## src/rtl/result_display_driver.sv

```systemverilog
// Result-interface consumer: signed decimal conversion (sequential double-dabble)
// and 4-digit multiplexed common-anode seven-segment drive. Define HEX_MODE_EN for raw hex display.
module result_display_driver #(
  parameter int unsigned REFRESH_DIV = 50000,
  parameter int unsigned CNT_W       = 16
) (
  input  logic       clk,
  input  logic       rst_n,
  input  logic       res_valid,
  output logic       res_ready,
  input  logic [3:0] res_sum,
  input  logic       res_cout,
  input  logic       res_sub,
  output logic [3:0] an,
  output logic [6:0] seg,
  output logic       dp
);

  localparam logic [6:0]       SEG_BLANK = 7'b1111111;
  localparam logic [CNT_W-1:0] CNT_MAX   = CNT_W'(REFRESH_DIV - 1);

  typedef enum logic [1:0] {IDLE, CONV, SHOW} state_t;

  function automatic logic [6:0] dec_glyph(input logic [3:0] v);
    case (v)
      4'd0:    dec_glyph = 7'b1000000;
      4'd1:    dec_glyph = 7'b1111001;
      4'd2:    dec_glyph = 7'b0100100;
      4'd3:    dec_glyph = 7'b0110000;
      4'd4:    dec_glyph = 7'b0011001;
      4'd5:    dec_glyph = 7'b0010010;
      4'd6:    dec_glyph = 7'b0000010;
      4'd7:    dec_glyph = 7'b1111000;
      4'd8:    dec_glyph = 7'b0000000;
      4'd9:    dec_glyph = 7'b0010000;
      default: dec_glyph = SEG_BLANK;
    endcase
  endfunction

  state_t     state;
  logic       ready_q;
  logic       cap;
  logic [6:0] dig0, dig1, dig2;

  assign cap       = res_valid && ready_q;
  assign res_ready = ready_q;
  assign dp        = 1'b1;

`ifdef HEX_MODE_EN
  function automatic logic [6:0] hex_glyph(input logic [3:0] v);
    case (v)
      4'ha:    hex_glyph = 7'b0001000;
      4'hb:    hex_glyph = 7'b0000011;
      4'hc:    hex_glyph = 7'b1000110;
      4'hd:    hex_glyph = 7'b0100001;
      4'he:    hex_glyph = 7'b0000110;
      4'hf:    hex_glyph = 7'b0001110;
      default: hex_glyph = dec_glyph(v);
    endcase
  endfunction

  always_ff @(posedge clk or negedge rst_n) begin
    if (!rst_n) begin
      state   <= IDLE;
      ready_q <= 1'b1;
      dig0    <= SEG_BLANK;
      dig1    <= SEG_BLANK;
      dig2    <= SEG_BLANK;
    end else if (cap) begin
      state <= SHOW;
      dig0  <= hex_glyph(res_sum);
      dig1  <= dec_glyph({3'b000, res_cout});
      dig2  <= SEG_BLANK;
    end
  end
`else
  localparam logic [6:0] SEG_DASH = 7'b0111111;

  logic       neg;
  logic [2:0] iter;
  logic [2:0] dd_tens;
  logic [3:0] dd_ones;
  logic [4:0] dd_bin;
  logic [3:0] ones_adj, fin_ones, fin_tens;
  logic [4:0] mag;

  // fin_* is the BCD state after the current iteration's add-3 and shift;
  // on the last CONV cycle it is the final result loaded into the digits.
  always_comb begin
    ones_adj = (dd_ones >= 4'd5) ? dd_ones + 4'd3 : dd_ones;
    fin_ones = {ones_adj[2:0], dd_bin[4]};
    fin_tens = {dd_tens, ones_adj[3]};
    if (!res_sub)
      mag = {res_cout, res_sum};
    else if (res_cout)
      mag = {1'b0, res_sum};
    else
      mag = 5'd16 - {1'b0, res_sum};
  end

  always_ff @(posedge clk or negedge rst_n) begin
    if (!rst_n) begin
      state   <= IDLE;
      ready_q <= 1'b1;
      dig0    <= SEG_BLANK;
      dig1    <= SEG_BLANK;
      dig2    <= SEG_BLANK;
      neg     <= 1'b0;
      iter    <= '0;
      dd_tens <= '0;
      dd_ones <= '0;
      dd_bin  <= '0;
    end else begin
      case (state)
        IDLE, SHOW: begin
          if (cap) begin
            state   <= CONV;
            ready_q <= 1'b0;
            neg     <= res_sub && !res_cout;
            iter    <= '0;
            dd_tens <= '0;
            dd_ones <= '0;
            dd_bin  <= mag;
          end
        end
        CONV: begin
          dd_tens <= fin_tens[2:0];
          dd_ones <= fin_ones;
          dd_bin  <= {dd_bin[3:0], 1'b0};
          iter    <= iter + 3'd1;
          if (iter == 3'd4) begin
            state   <= SHOW;
            ready_q <= 1'b1;
            dig0    <= dec_glyph(fin_ones);
            dig1    <= (fin_tens == 4'd0) ? SEG_BLANK : dec_glyph(fin_tens);
            dig2    <= neg ? SEG_DASH : SEG_BLANK;
          end
        end
        default: state <= IDLE;
      endcase
    end
  end
`endif

  logic [CNT_W-1:0] cnt;
  logic [1:0]       idx;
  logic [6:0]       cur_seg;

  always_comb begin
    case (idx)
      2'd0:    cur_seg = dig0;
      2'd1:    cur_seg = dig1;
      2'd2:    cur_seg = dig2;
      default: cur_seg = SEG_BLANK;
    endcase
  end

  // On each wrap the digit at the current index is driven, then the index advances.
  always_ff @(posedge clk or negedge rst_n) begin
    if (!rst_n) begin
      cnt <= '0;
      idx <= '0;
      an  <= '1;
      seg <= SEG_BLANK;
    end else if (cnt == CNT_MAX) begin
      cnt <= '0;
      idx <= idx + 2'd1;
      an  <= ~(4'b0001 << idx);
      seg <= cur_seg;
    end else begin
      cnt <= cnt + 1'b1;
    end
  end

endmodule

```

## config.mk

```make
export PLATFORM = sky130hd
export DESIGN_NAME = result_display_driver
export DESIGN_NICKNAME = d
export VERILOG_FILES = /design/src/rtl/result_display_driver.sv
export SDC_FILE = /design/constraint.sdc
export NUM_CORES = 1
export LEC_CHECK = 0
export ABC_CLOCK_PERIOD_IN_PS = 2100
export CAP_MARGIN = 25
export CORE_MARGIN = 1
export CORE_UTILIZATION = 53
export DETAILED_ROUTE_END_ITERATION = 10
export HOLD_SLACK_MARGIN = 0.02
export PLACE_DENSITY = 0.76
export SLEW_MARGIN = 20
export SYNTH_ARGS = -nofsm -noshare
export SYNTH_HDL_FRONTEND = slang
export SYNTH_SLANG_ARGS = --single-unit
```

## constraint.sdc

```tcl
create_clock -name clk -period 2.1 [get_ports clk]
set_input_delay 0.315 -clock clk [delete_from_list [all_inputs] [get_ports clk]]
set_output_delay 0.315 -clock clk [all_outputs]
set_load 0.01 [all_outputs]
```

Word level (Yosys, flattened, before mapping)
Memory sizes are Yosys's and may differ from the RTL's. A register that Yosys moved wholly into a read port is not among the register bits.
Index checks and enable logic that the tools add are counted.
{"block": "word_totals", "memories": 2, "input_bits": 9, "ff_bits": 62, "out_inout_bits": 13, "rom_bits": 224}
{"block": "op_classes", "n_bitwise": 1, "reduce_logical": 14, "shift": 1, "add_sub_neg": 5, "n_mux": 20, "eq_ne": 8, "n_lt_le_gt_ge": 1}
{"name": "(name not given)", "words": 16, "width": 7, "rd": 1, "rd_ports_with_merged_regs": 1, "wr": 0, "line_no": "25", "source": "case (v)"}
{"name": "(name not given)", "words": 16, "width": 7, "rd": 1, "rd_ports_with_merged_regs": 0, "wr": 0, "line_no": "25"}
{"op": "7-bit case mux with 3 select lines", "n": 1}
{"op": "16-bit by 1-bit adder with 16-bit output, second input constant", "n": 1}
{"op": "16-bit equality test, second input constant", "n": 1}
{"op": "16-bit two-way mux", "n": 1}
{"op": "5-bit two-way mux", "n": 3}
{"op": "7-bit two-way mux", "n": 2}
{"op": "3-bit case mux with 2 select lines", "n": 2}
{"op": "5-bit case mux with 2 select lines", "n": 1}
{"op": "4-bit two-way mux", "n": 2}
{"op": "4-bit case mux with 2 select lines", "n": 1}
{"op": "2-bit AND reduction", "n": 4}
{"op": "5-bit by 4-bit subtractor with 5-bit output, first input constant", "n": 1}
{"op": "4-bit by 2-bit adder with 4-bit output, second input constant", "n": 1}
{"op": "2-bit by 1-bit equality test with 1-bit output, second input constant", "n": 2}
{"op": "2-bit equality test, second input constant", "n": 2}
{"op": "4-bit by 3-bit >= comparator with 1-bit output, second input constant", "n": 1}
{"op": "2-bit logical NOT", "n": 2}
{"op": "4-bit logical NOT", "n": 1}
{"op": "2-bit two-way mux", "n": 2}
{"op": "2-bit inequality test, second input constant", "n": 2}
{"op": "4-bit NOT", "n": 1}
{"op": "2-bit case mux with 2 select lines", "n": 1}
{"op": "1-bit by 2-bit << shifter with 4-bit output, first input constant", "n": 1}
{"op": "3-bit by 1-bit adder with 3-bit output, second input constant", "n": 1}
{"op": "other kinds (10)", "n": 13}

Longest topological paths before layout
{"block": "depth", "ltp_word": 5, "depth_mapped": 12, "depth_no_buf": 11}

Least setup slack after synthesis
OpenSTA, ideal clock, no wires.
{"block": "synth_timing", "path_kind": "register to register", "start": "register dd_ones[0]", "end": "register dig1[3]", "setup_ps": 82, "synth_period_minus_slack_ps": 2082, "stages_incl_launch_ff": 13, "t_arrival_ps": 2000, "n_path_buf": 1, "setup_slack_ps": 18, "t_required_ps": 2018, "path_cell_list": "dfrtp_1 -> buf_2 -> inv_1 -> ha_1 -> nand2b_2 -> nand2_1 -> o31a_1 -> inv_1 -> ha_1 -> nand2_1 -> a21oi_1 -> a211oi_1 -> nor2_1"}
{"block": "synth_between", "elab_chain_cells": 4}
{"element": "start: declaration", "line_no": "82", "source": "logic [3:0] dd_ones;"}
{"element": "start signal: assignment", "line_no": "128", "source": "dd_ones <= fin_ones;"}
{"element": "4-bit by 2-bit adder with 4-bit output / 4-bit by 3-bit >= comparator with 1-bit output (equally long branches)", "line_no": "90", "source": "ones_adj = (dd_ones >= 4'd5) ? dd_ones + 4'd3 : dd_ones;"}
{"element": "4-bit two-way mux (*)", "line_no": "90"}
{"element": "memory read 16 x 7 bit / 4-bit logical NOT (equally long branches)"}
{"element": "7-bit two-way mux (*)", "line_no": "135", "source": "dig1 <= (fin_tens == 4'd0) ? SEG_BLANK : dec_glyph(fin_tens);"}
{"element": "end signal: assignment", "line_no": "135"}
{"element": "end: declaration", "line_no": "43", "source": "logic [6:0] dig0, dig1, dig2;"}
Mark *: on every way between the ends. The rest lies on a longest branch, timed or not.
A chain may end at the register's enable or synchronous reset.

Worst setup path in the final report
{"block": "layout_timing", "start": "register dd_ones[0]", "end": "register dig0[6]"}
{"block": "layout_between", "elab_chain_cells": 2}
{"element": "4-bit by 2-bit adder with 4-bit output / 4-bit by 3-bit >= comparator with 1-bit output (equally long branches)", "line_no": "90"}
{"element": "4-bit two-way mux (*)", "line_no": "90"}
{"element": "end: declaration", "line_no": "43"}
Marks and branches as above.

==> reports/metrics.yaml <==
port_buffers: 20
io_pins: 22
grt_max_degree: 31
power.density_nw_per_um2: 1295
synth_xor_area_share_pct: 6.447
synthesis.area_um2: 3338
start_kind: "register"
post_cts_buffers: 0
synth_mux_area_share_pct: 1.649
vias_per_cell: 5.578
synthSimpleGateAreaFrac_pct: 16.19
placedInstanceArea_um2: 3654
critical-path-max-stage-delay_ns: 0.40
cp_top_family: "compound AO/OA/AOI/OAI gates"
fin_area_um2: 3861
grt_pass1_wl_um: 11250
fillerInstances: 502
fin_hold_ws_ns: 0.4625
synth_fa_ha_area_share_pct: 4.873
slew_violations: 0
cts.sinks: 63
period_share_pct: 92.57
first_pass_iters: 4
drive_gt1_share_pct: 18.25
max_freq_ghz: 0.5144
hold_violations: 0
min_period_ns: 1.944
hpwlAfterDp_um: 4727
final_cell_mix: "40 x nand2_1, 36 x dfrtp_1, 32 x nor2_1, 27 x dfstp_2, 19 x clkdlybuf4s50_1"
synthCells: 347
grt-ovfl-total: 0
place_congestion: 0.8531
seq_power_share_pct: 38.0
seq_area_frac_synth_pct: 48.24
p_sw_share_pct: 37.93
htreeDepth: 3
die_h_um: 81.37
fin_ws_ns: 0.1561
synth_cell_types: 54
tns_ns: 0
wirelength_um: 6607
grt_setup_unrepaired: "no"
cts_tree: "done"
slew_headroom_pct: 62.57
status: "completed"
synth_top_family_by_area: "compound AO/OA/AOI/OAI gates"
dieArea_um2: 6620
dr.first_iter.drc_count: 148
root_buffer: "clkbuf_8"
initial_utilization_pct: 55.72
p_leak_nw: 1.671
critPathBufInv: 2
clkPwrFrac_pct: 20.4
switchingPower_mw: 1.897
grt_use_total_pct: 22.90
path_max_fanout: 4
antenna_found_initial: 0
synth_compound_area_share_pct: 17.62
slowest_stage: "dfrtp_1"
ys_seq_elements: 63
core_area_um2: 5991
cp-end-kind: "register"
fin_skew_ns: 0.007056
regArea_um2: 1610
dp_slack_ns: 0.1203
multi_input_area_um2: 1573
async_flop_share_pct: 100.0
synth_nets: 369
cap_violations: 0
setup_viol: 0
insertion_delay_ns: 0.34
synth_edf_count: 0
crit_required_ns: 2.34
yosys_warnings: 0
worst_pin_slew_ns: 0.5598
critical_path_arrival_ns: 2.18
worstHoldPathType: "reg2reg"
combinationalPowerShare_pct: 41.6
max-clock-path-buffers: 2
cts.reportedPaths.clkPinSlew_ns: 0.07
die_x_um: 81.37
crit_chain: "inv_1, ha_1, buf_4, and2b_1, a2bb2oi_2, a21boi_2, a21oi_1, o311ai_1"
layout_commonest_cell: "nand2_1"
ir_drop_mv: 0.9749
drc: 0
vias: 2527
syn2layout_area_growth_pct: 15.67
path_class: "reg2reg"
grt_pass1_vias: 2429
yosys_most_used_dff: "dfrtp_1"
syn_area_per_cell_um2: 9.620
cts_made_buffers: 9
finalPower_mw: 5.001
diodes: 0
drt-wirelength-per-cell_um: 14.58
rows: 28
postRouteAntennaNets: 0
intPower_mw: 3.105
fin_nets: 395
==> worst paths after layout <==
| check | from | to | slack [ns] | cells past startpoint |
|---|---|---|---|---|
| max | dd_ones[0] | dig0[6] | 0.16 | 8 |
| min | an[3] | an[3] | 0.46 | 2 |
| max reg2reg | dd_ones[0] | dig0[6] | 0.16 | 8 |
| min reg2reg | an[3] | an[3] | 0.46 | 2 |
| max in group asynchronous | rst_n | res_ready | 0.96 | 3 |
| min in group asynchronous | rst_n | dd_tens[2] | 0.49 | 2 |
==> flip-flops by register name (all words and copies together), names as in the netlist <==
name and cells:
seg 7, cnt 16, dig2 1, dd_ones 4, iter 3, dig1 7, neg 1, dd_bin 5
dd_tens 3, res_ready 1, state 2, idx 2, an 4, dig0 7
==> stage by stage <==
step / cells / utilization (%)
after global placement: 436 / 60.99
final: 453 / 64.45
after floorplan: 347 / -
after global routing: 453 / 64.45
after CTS: 453 / 64.33
after detailed placement: 436 / 60.99
==> kinds of logic (layout without fill, tap and decap cells) <==
kind of cell,Yosys count,in the layout
flip-flops,63,63
buffers and inverters,38,69
AO/OA/AOI/OAI,86,86
adder cells (fa/ha/maj),13,13
multiplexers,5,5
XOR/XNOR,23,23
AND/OR/NAND/NOR,118,118
other,1,1
==> worst register-to-register path, delay by kind of cell (launching register included) <==
| family | cells | cell delay, ns |
|---|---|---|
| adder cells (fa/ha/maj) | 1 | 0.23 |
| AO/OA/AOI/OAI | 4 | 0.79 |
| flip-flops | 1 | 0.40 |
| AND/OR/NAND/NOR | 1 | 0.17 |
| buffers and inverters | 2 | 0.24 |
==> area by class of cell <==
cell class                 instances  area share (%)
multi-input combinational        246           40.73
inverter                          17           1.653
sequential                        63           41.70
clock buffer                      12           3.759
timing repair buffer              36           8.555
tap                               75           2.430
clock inverter                     4           1.167
==> Yosys cell counts, drive strengths merged, types with 2 or more instances <==
master / number / area share, %
or2: 2 / 0.37
xor2: 9 / 2.4
nand2: 40 / 4.5
xnor2: 13 / 3.4
and3: 4 / 0.75
clkbuf: 9 / 1.0
a21oi: 12 / 2.1
o31ai: 6 / 1.3
o211ai: 3 / 0.67
buf: 12 / 1.9
nor2: 32 / 3.6
o21ai: 31 / 4.6
ha: 13 / 4.9
and2: 2 / 0.37
nand2b: 4 / 0.82
a211oi: 2 / 0.45
nor3: 9 / 1.3
a31oi: 4 / 0.75
inv: 17 / 1.9
dfstp: 27 / 21
a21o: 3 / 0.90
nand4: 4 / 0.75
and4: 2 / 0.52
mux2i: 4 / 1.2
nand3: 15 / 2.2
o311ai: 3 / 0.79
a221oi: 8 / 2.1
dfrtp: 36 / 27
a22oi: 5 / 1.1
==> power groups by stage <==
stage               Sequential, mW  Clock [mW]  Combinational (mW)
detailed placement            1.91           0                2.04
finish                        1.90        1.02                2.08
floorplan                     1.79           0                1.59
global placement              1.90           0                1.98
global route                  1.94        1.10                2.32
CTS                           1.90        1.04                2.05
==> routing by layer <==
metal	GRT usage, %	vias to the layer above	part of all wire [%]
met2	37.33	46	48
met4	6.786	0	1.2
li1	-	1272	-
met5	0	-	0
met3	6.404	8	3.9
met1	29.47	1201	47
==> what timing repair did <==
item                                   CTS  global route
hold buffers                             1             0
resized for setup                        0             3
endpoints found under the hold margin   10             0
setup endpoints to repair                0             2
Power figures use the tool's default switching activity.
